==> config.mk <==
export PLATFORM = sky130hd
export DESIGN_NAME = div_nr_seq_flat
export DESIGN_NICKNAME = d
export VERILOG_FILES = /design/src/rtl/div_nr_seq_if.sv /design/src/rtl/div_nr_seq.sv /design/src/flat_wrapper.sv
export SDC_FILE = /design/constraint.sdc
export NUM_CORES = 1
export LEC_CHECK = 0
export CORE_MARGIN = 2
export CORE_UTILIZATION = 38
export CTS_BUF_LIST = sky130_fd_sc_hd__clkbuf_16
export DETAILED_ROUTE_END_ITERATION = 6
export PLACE_DENSITY_LB_ADDON = 0.15
export SKIP_LAST_GASP = 1
export SLEW_MARGIN = 20
export SYNTH_ARGS = -nofsm -noshare
export SYNTH_HDL_FRONTEND = slang
export SYNTH_SLANG_ARGS = --single-unit
==> constraint.sdc <==
create_clock -name clk -period 6.3 [get_ports clk]
set_clock_uncertainty 0.2 [all_clocks]
set_input_delay 0.945 -clock clk [delete_from_list [all_inputs] [get_ports clk]]
set_output_delay 0.945 -clock clk [all_outputs]
set_load 0.02 [all_outputs]
==> src/rtl/div_nr_seq_if.sv <==
// rtl/div_nr_seq_if.sv - request/result bundle between the EX stage and the divider
interface div_nr_seq_if #(parameter int WIDTH = 32);
  logic             start;
  logic             signed_en;
  logic [WIDTH-1:0] dividend;
  logic [WIDTH-1:0] divisor;
  logic             flush;
  logic             busy;
  logic             valid;
  logic [WIDTH-1:0] quotient;
  logic [WIDTH-1:0] remainder;
  logic             div_by_zero;

  modport master (
    output start, signed_en, dividend, divisor, flush,
    input  busy, valid, quotient, remainder, div_by_zero
  );

  modport slave (
    input  start, signed_en, dividend, divisor, flush,
    output busy, valid, quotient, remainder, div_by_zero
  );
endinterface

==> src/rtl/div_nr_seq.sv <==
// rtl/div_nr_seq.sv - radix-2 non-restoring sequential divider, one add/subtract row per cycle
module div_nr_seq #(
  parameter int WIDTH = 32
) (
  input  logic         clk,
  input  logic         rst_n,
  div_nr_seq_if.slave  bus
);
  localparam int CW = $clog2(WIDTH);

  typedef enum logic [1:0] {IDLE, ZERO, CALC, FIX} state_t;

  state_t           state;
  logic [CW-1:0]    count;
  logic [WIDTH:0]   p_reg;
  logic [WIDTH-1:0] q_reg;
  logic [WIDTH-1:0] d_mag;
  logic             neg_q;
  logic             neg_r;

  logic [WIDTH:0]   d_ext;
  logic [WIDTH:0]   p_shift;
  logic [WIDTH:0]   p_next;
  logic [WIDTH:0]   p_fix;
  logic [WIDTH-1:0] q_fin;
  logic [WIDTH-1:0] r_fin;
  logic             dvd_neg;
  logic             dvs_neg;
  logic [WIDTH-1:0] dvd_mag;
  logic [WIDTH-1:0] dvs_mag;

  always_comb begin
    dvd_neg = bus.signed_en & bus.dividend[WIDTH-1];
    dvs_neg = bus.signed_en & bus.divisor[WIDTH-1];
    dvd_mag = dvd_neg ? -bus.dividend : bus.dividend;
    dvs_mag = dvs_neg ? -bus.divisor : bus.divisor;
    d_ext   = {1'b0, d_mag};
    // The sign of the previous partial remainder selects add or subtract.
    p_shift = {p_reg[WIDTH-1:0], q_reg[WIDTH-1]};
    p_next  = p_reg[WIDTH] ? (p_shift + d_ext) : (p_shift - d_ext);
    p_fix   = p_reg[WIDTH] ? (p_reg + d_ext) : p_reg;
    q_fin   = neg_q ? -q_reg : q_reg;
    r_fin   = neg_r ? -p_fix[WIDTH-1:0] : p_fix[WIDTH-1:0];
  end

  always_ff @(posedge clk or negedge rst_n) begin
    if (!rst_n) begin
      state           <= IDLE;
      count           <= '0;
      p_reg           <= '0;
      q_reg           <= '0;
      d_mag           <= '0;
      neg_q           <= 1'b0;
      neg_r           <= 1'b0;
      bus.busy        <= 1'b0;
      bus.valid       <= 1'b0;
      bus.quotient    <= '0;
      bus.remainder   <= '0;
      bus.div_by_zero <= 1'b0;
    end else if (bus.flush) begin
      state     <= IDLE;
      bus.busy  <= 1'b0;
      bus.valid <= 1'b0;
    end else begin
      case (state)
        IDLE: begin
          bus.valid <= 1'b0;
          // busy is still high during the valid cycle, which blocks a start there.
          if (bus.start && !bus.busy) begin
            bus.busy <= 1'b1;
            p_reg    <= '0;
            d_mag    <= dvs_mag;
            neg_q    <= dvd_neg ^ dvs_neg;
            neg_r    <= dvd_neg;
            count    <= CW'(WIDTH - 1);
            if (bus.divisor == '0) begin
              q_reg <= bus.dividend;
              state <= ZERO;
            end else begin
              q_reg <= dvd_mag;
              state <= CALC;
            end
          end else begin
            bus.busy <= 1'b0;
          end
        end
        ZERO: begin
          bus.quotient    <= '1;
          bus.remainder   <= q_reg;
          bus.div_by_zero <= 1'b1;
          bus.valid       <= 1'b1;
          state           <= IDLE;
        end
        CALC: begin
          p_reg <= p_next;
          q_reg <= {q_reg[WIDTH-2:0], ~p_next[WIDTH]};
          count <= count - CW'(1);
          if (count == '0) state <= FIX;
        end
        FIX: begin
          bus.quotient    <= q_fin;
          bus.remainder   <= r_fin;
          bus.div_by_zero <= 1'b0;
          bus.valid       <= 1'b1;
          state           <= IDLE;
        end
        default: state <= IDLE;
      endcase
    end
  end
endmodule

==> src/flat_wrapper.sv <==
// flat-port wrapper written by rule: the top's interface ports become plain ports
module div_nr_seq_flat 
#(
  parameter int WIDTH = 32
)
  (clk, rst_n, bus_start, bus_signed_en, bus_dividend, bus_divisor, bus_flush, bus_busy, bus_valid, bus_quotient, bus_remainder, bus_div_by_zero);
  div_nr_seq_if #(.WIDTH(WIDTH)) bus_i ();
  input  logic clk;
  input  logic rst_n;
  input wire logic [$bits(bus_i.start)-1:0] bus_start;
  input wire logic [$bits(bus_i.signed_en)-1:0] bus_signed_en;
  input wire logic [$bits(bus_i.dividend)-1:0] bus_dividend;
  input wire logic [$bits(bus_i.divisor)-1:0] bus_divisor;
  input wire logic [$bits(bus_i.flush)-1:0] bus_flush;
  output wire logic [$bits(bus_i.busy)-1:0] bus_busy;
  output wire logic [$bits(bus_i.valid)-1:0] bus_valid;
  output wire logic [$bits(bus_i.quotient)-1:0] bus_quotient;
  output wire logic [$bits(bus_i.remainder)-1:0] bus_remainder;
  output wire logic [$bits(bus_i.div_by_zero)-1:0] bus_div_by_zero;
  assign bus_i.start = bus_start;
  assign bus_i.signed_en = bus_signed_en;
  assign bus_i.dividend = bus_dividend;
  assign bus_i.divisor = bus_divisor;
  assign bus_i.flush = bus_flush;
  assign bus_busy = bus_i.busy;
  assign bus_valid = bus_i.valid;
  assign bus_quotient = bus_i.quotient;
  assign bus_remainder = bus_i.remainder;
  assign bus_div_by_zero = bus_i.div_by_zero;
  div_nr_seq #(.WIDTH(WIDTH)) u_core (.clk(clk), .rst_n(rst_n), .bus(bus_i));
endmodule
# Word-level counts from Yosys, hierarchy flattened
# Index checks and enable logic that the tools add are counted.
[word_totals] memories=0 input_bits=69 ramBits=0 out_inout_bits=67 romBits=0 wordCells=71 reg_bits=173 latchBits=0
[op_classes] multipliers=0 n_shift=0 bitwise_logic=5 muxes=26 addsub=8 n_reduce_logical=14 n_lt_le_gt_ge=0 n_div=0 eq_ne=6
[op_table] cell="$mux 32" count=7
[op_table] cell="$pmux 32 s2" count=3
[op_table] cell="$neg 32->32" count=4
[op_table] cell="$mux 33" count=2
[op_table] cell="$pmux 33 s2" count=1
[op_table] cell="$add 33x32->33" count=1
[op_table] cell="$sub 33x32->33" count=1
[op_table] cell="$add 32x32->32" count=1
[op_table] cell="$logic_not 32->1" count=1
[op_table] cell="$pmux 5 s2" count=1
[op_table] cell="$mux 2" count=4
[op_table] cell="$ne 3x2->1 const B" count=2
[op_table] cell="$pmux 2 s3" count=1
[op_table] cell="$reduce_and 3->1" count=2
[op_table] cell="$reduce_bool 2->1" count=3
[op_table] cell="$logic_not 5->1" count=1
[op_table] cell="$mux 5" count=1
[op_table] cell="$sub 5x1->5 const B" count=1
[op_table] cell="$eq 2x2->1 const B" count=2
[op_table] cell="$mux 1" count=4
[op_table] cell="$pmux 1 s2" count=2
[op_table] cell="$reduce_and 2->1" count=2
[op_table] cell="$reduce_bool 3->1" count=1
[op_table] cell="$and 1x1->1" count=2
[op_table] cell="other kinds (8)" count=9

# Logic depth before layout (Yosys ltp)
[depth] ltp_word=5 ltp_mapped=19 mapped_depth_nobuf=18

# Worst setup path before layout
# OpenSTA, ideal clock, no wires.
[synth_path] path_kind="register to register" from="register u_core.p_reg[32]" to="register u_core.q_reg[0]" path_stages_with_launch=20 setup_time_ns=0.132 arrival_time_ns=4.952 n_path_buf=6 slack_ns=1.016 synth_period_minus_slack_ns=5.284 required_ns=5.968 path_cell_list="dfrtp_1 clkbuf_1 buf_1 clkbuf_1 buf_1 clkbuf_1 clkbuf_1 mux2_2 inv_1 fa_1 nor2b_1 o21ai_0 a21boi_0 o211ai_1 a2111oi_0 o21ai_0 a31o_2 a31oi_1 mux2i_1 o211ai_1"
[synth_between] elab_chain_cells=3
[synth_rtl] element="from (decl)" line_no="div_nr_seq.sv:15" source="logic [WIDTH:0] p_reg;"
[synth_rtl] element="from (signal assigned)" line_no="div_nr_seq.sv:95" source="p_reg <= p_next;"
[synth_rtl] element="$mux 33" line_no="div_nr_seq.sv:40" source="p_next = p_reg[WIDTH] ? (p_shift + d_ext) : (p_shift - d_ext);"
[synth_rtl] element="$not 1->1" line_no="div_nr_seq.sv:96" source="q_reg <= {q_reg[WIDTH-2:0], ~p_next[WIDTH]};"
[synth_rtl] element="$pmux 32 s2" line_no="div_nr_seq.sv:65" source="case (state)"
[synth_rtl] element="to (signal assigned)" line_no="div_nr_seq.sv:77" source="q_reg <= bus.dividend;"
[synth_rtl] element="to (signal assigned)" line_no="div_nr_seq.sv:80" source="q_reg <= dvd_mag;"
[synth_rtl] element="to (signal assigned)" line_no="div_nr_seq.sv:96"
[synth_rtl] element="to (decl)" line_no="div_nr_seq.sv:16" source="logic [WIDTH-1:0] q_reg;"
# Every way passes these cells.
# A chain may end at the register's enable or synchronous reset.

# Worst setup path in the final report
[layout_path] from="register u_core.d_mag[1]" to="register u_core.q_reg[0]"
[layout_between] elab_chain_cells=4 word_cells_on_any_way=5 classes_between="add/sub: 2; mux: 2; bitwise: 1"
[layout_rtl] element="from (decl)" line_no="div_nr_seq.sv:17" source="logic [WIDTH-1:0] d_mag;"
[layout_rtl] element="from (signal assigned)" line_no="div_nr_seq.sv:72" source="d_mag <= dvs_mag;"
[layout_rtl] element="$sub 33x32->33 or $add 33x32->33 (tied branches)" line_no="div_nr_seq.sv:40"
[layout_rtl] element="$mux 33 *" line_no="div_nr_seq.sv:40"
[layout_rtl] element="$not 1->1 *" line_no="div_nr_seq.sv:96"
[layout_rtl] element="$pmux 32 s2 *" line_no="div_nr_seq.sv:65"
# Every way passes the cells marked *; elsewhere a longest branch is shown, timed or not.

==> flow_summary_export.csv <==
group,metric,value,unit
critical_path,worstSetupEndpointType,"flop",
final_layout,synthToLayoutAreaGrowth,16.8,%
floorplanning,die-area,0.0385,sq mm
detailed_routing,drc,0,
cts,clk_latency,0.46,ns
synth,avgSynthCellArea,8.17,sq um
floorplanning,die_y,196,um
floorplanning,io-pin-count,136,
synth,synthFlopType,"dfrtp_1",
critical_path,ff2ff_setup_slack,1.20,ns
critical_path,cp.arrival,5.22,ns
timing,drv_slew,0,
synth,ys_seq_area_share,30.8,%
cts,clk_pin_slew,0.08,ns
critical_path,worstPathRequired,6.42,ns
place,place_congestion,0.921,
detailed_routing,dr.first_iter.drc_count,1094,
synth,syn_area,0.0140,sq mm
cts,htree_levels,4,
critical_path,startpoint_type,"flop",
run_status,status,"complete, no violations",
final_layout,nets,1936,
final_layout,diodes,0,
detailed_routing,wl_met2,19.4,mm
detailed_routing,top_layer_used,"met4",
timing,setup_viol,0,
floorplanning,die_x,196,um
synth,synth_edf_count,0,
place,dp_hpwl,33.1,mm
place,dpl_worst_slack,1.28,ns
synth,yosys_register_bits,173,
floorplanning,start_util,38.4,%
power,vdd_drop_max,208,uV
cts,postCtsHoldBufs,0,
cts,cts.path.max_buffers,2,
critical_path,timing.rr.end,"u_core.q_reg[0]",
final_layout,largest_reg_flops,33,
cts,post_cts_buffers,0,
synth,synth_top_area_share,30.8,%
timing,fin_crit_sh,80.9,%
critical_path,crit_type,"reg2reg",
synth,ys_async_sr_fraction,100,%
synth,syn_inst,1719,
cts,post_cts_resized,0,
global_route,grt_overflow,0,
timing,fin_crit,5.10,ns
power,power_leakage,6.75,nW
cts,cts_tree,"done",
timing,rsz0062_at_grt,"false",
critical_path,crit_fanout,7,
detailed_routing,wirelength,43.2,mm
critical_path,reg2reg_depth,16,
timing,worstMarginPinSlew,1.03,ns
synth,synthTopCellsByArea,"dfrtp_1 31%, o21ai_0 6.4%, ha_1 6.2%",
detailed_routing,wirelength_met1,21.0,mm
global_route,grt_pass1_wl,70.0,mm
global_route,grt_start_max_net_pins,75,
synth,ys_types,73,
power,p_per_area,421,mW/mm^2
floorplanning,design.core.area,0.0365,sq mm
cts,tritoncts.num_buffers,17,
global_route,grt_pass1_vias,12682,
detailed_routing,final_antenna_net_count,0,
detailed_routing,wl_met3,1.98,mm
global_route,grt_usage,22.8,%
detailed_routing,drtPass1Iterations,7,
global_route,antenna_found_initial,0,
detailed_routing,num_vias,13304,
detailed_routing,wire_per_inst,19.0,um
hold_path,hold_class,"in2async",
synth,synth_nets,1860,
timing,fin_ws,1.20,ns
timing,slew_headroom,31.3,%
synth,yosysWarningCount,0,
floorplanning,rows,70,
cts,clkSinkCount,173,
timing,final_hold_viol_count,0,
final_layout,layout-drive-gt1-share,4.70,%
cts,cts_root_buf,"clkbuf_16",
final_layout,final_util,44.9,%
final_layout,final_common_cell,"o21ai_0",
final_layout,final_cell_mix,"180 x o21ai_0, 177 x nand2_1, 171 x dfrtp_1",
timing,fmaxAchievable,196,MHz
timing,tns,0,ns
synth,synth_top_cell_by_area,"dfrtp_1",
detailed_routing,vias_per_cell,5.85,
job,maxCapViolations,0,
critical_path,r2r-start,"u_core.d_mag[1]",
place,io_buffers,135,
timing,whs,0.175,ns
==> Yosys cell counts, types with 5 or more instances <==
cell type,count
nor3_1,45
nor3b_1,12
xor2_1,77
xnor2_1,92
a21boi_0,6
clkbuf_1,83
nand2b_1,22
o22a_1,31
nor2_1,95
o31ai_1,38
o21ai_0,180
o41ai_1,18
nand2_1,177
a31oi_1,21
a21oi_1,112
inv_1,48
mux2i_1,24
a21o_1,24
and4_1,5
nand3_1,43
nor2b_1,17
o21bai_1,10
ha_1,70
and2_1,13
o22ai_1,5
o2111ai_1,6
o21a_1,16
o211ai_1,10
or4_1,14
or3_1,26
a211o_1,5
dfrtp_1,173
nand4_1,16
nor4_1,23
a22oi_1,32
or2_2,8
o21ai_1,5
and3_1,19
buf_1,13
a211oi_1,15
==> per-layer routing <==
metal	GRT usage, %	vias up
met5	0	-
met4	5.86	0
met3	2.77	49
li1	-	6505
met1	32.6	6382
met2	36.6	368
==> area by class of cell <==
type | count | area [sq um]
clock buffer | 17 | 425
clock inverter | 15 | 171
fill | 3665 | 20100
inverter | 48 | 180
multi-input combinational | 1398 | 9180
sequential | 173 | 4330
tap | 468 | 586
timing repair buffer | 157 | 1520
==> kinds of logic (layout without fill, tap and decap cells) <==
kind of cell / Yosys count / after routing / share of synthesized area (%)
AO/OA/AOI/OAI: 581 / 581 / 26.8
AND/OR/NAND/NOR: 549 / 549 / 19.4
flip-flops: 173 / 173 / 30.8
XOR/XNOR: 169 / 169 / 10.5
buffers and inverters: 148 / 237 / 3.99
adder cells (fa/ha/maj): 72 / 72 / 6.52
multiplexers: 27 / 27 / 1.95
==> per-stage QoR <==
stage	power, mW	instance area [sq um]	cells
after floorplan	4.71	14000	1719
after global placement	5.71	15800	2244
after detailed placement	5.74	15800	2244
after CTS	6.88	16400	2276
after global routing	7.48	16400	2276
final	6.89	16400	2276
==> critical path, stage by stage (launching register included) <==
cell	delay, ns
dfrtp_1	0.48
inv_1	0.10
ha_1	0.16
nor3b_1	0.35
and2_1	0.31
and3b_1	0.31
a21oi_1	0.12
xor2_1	0.17
ha_1	0.41
and3_1	0.19
o211ai_1	0.13
a2111oi_0	0.77
o21ai_0	0.37
a31o_2	0.30
a31oi_1	0.24
mux2i_1	0.24
o211ai_1	0.11
==> report_power, final <==
group	internal (mW)	switching (mW)	leakage, nW
sequential	1.32	0.400	2.25
combinational	1.68	2.39	4.20
clock	0.570	0.533	0.294
total	3.58	3.32	6.75
==> how the worst max path moves through the flow <==
stage                                 from                       end  slack, ns
after CTS                  u_core.d_mag[0]  u_core.bus.remainder[31]       1.25
after detailed placement   u_core.d_mag[0]  u_core.bus.remainder[31]       1.28
after global placement     u_core.d_mag[2]  u_core.bus.remainder[31]       1.33
after global routing       u_core.d_mag[1]           u_core.q_reg[0]       0.79
after floorplan           u_core.p_reg[32]           u_core.q_reg[0]       1.02
final                      u_core.d_mag[1]           u_core.q_reg[0]       1.20
Note: power is estimated with default switching activity, not from simulation.
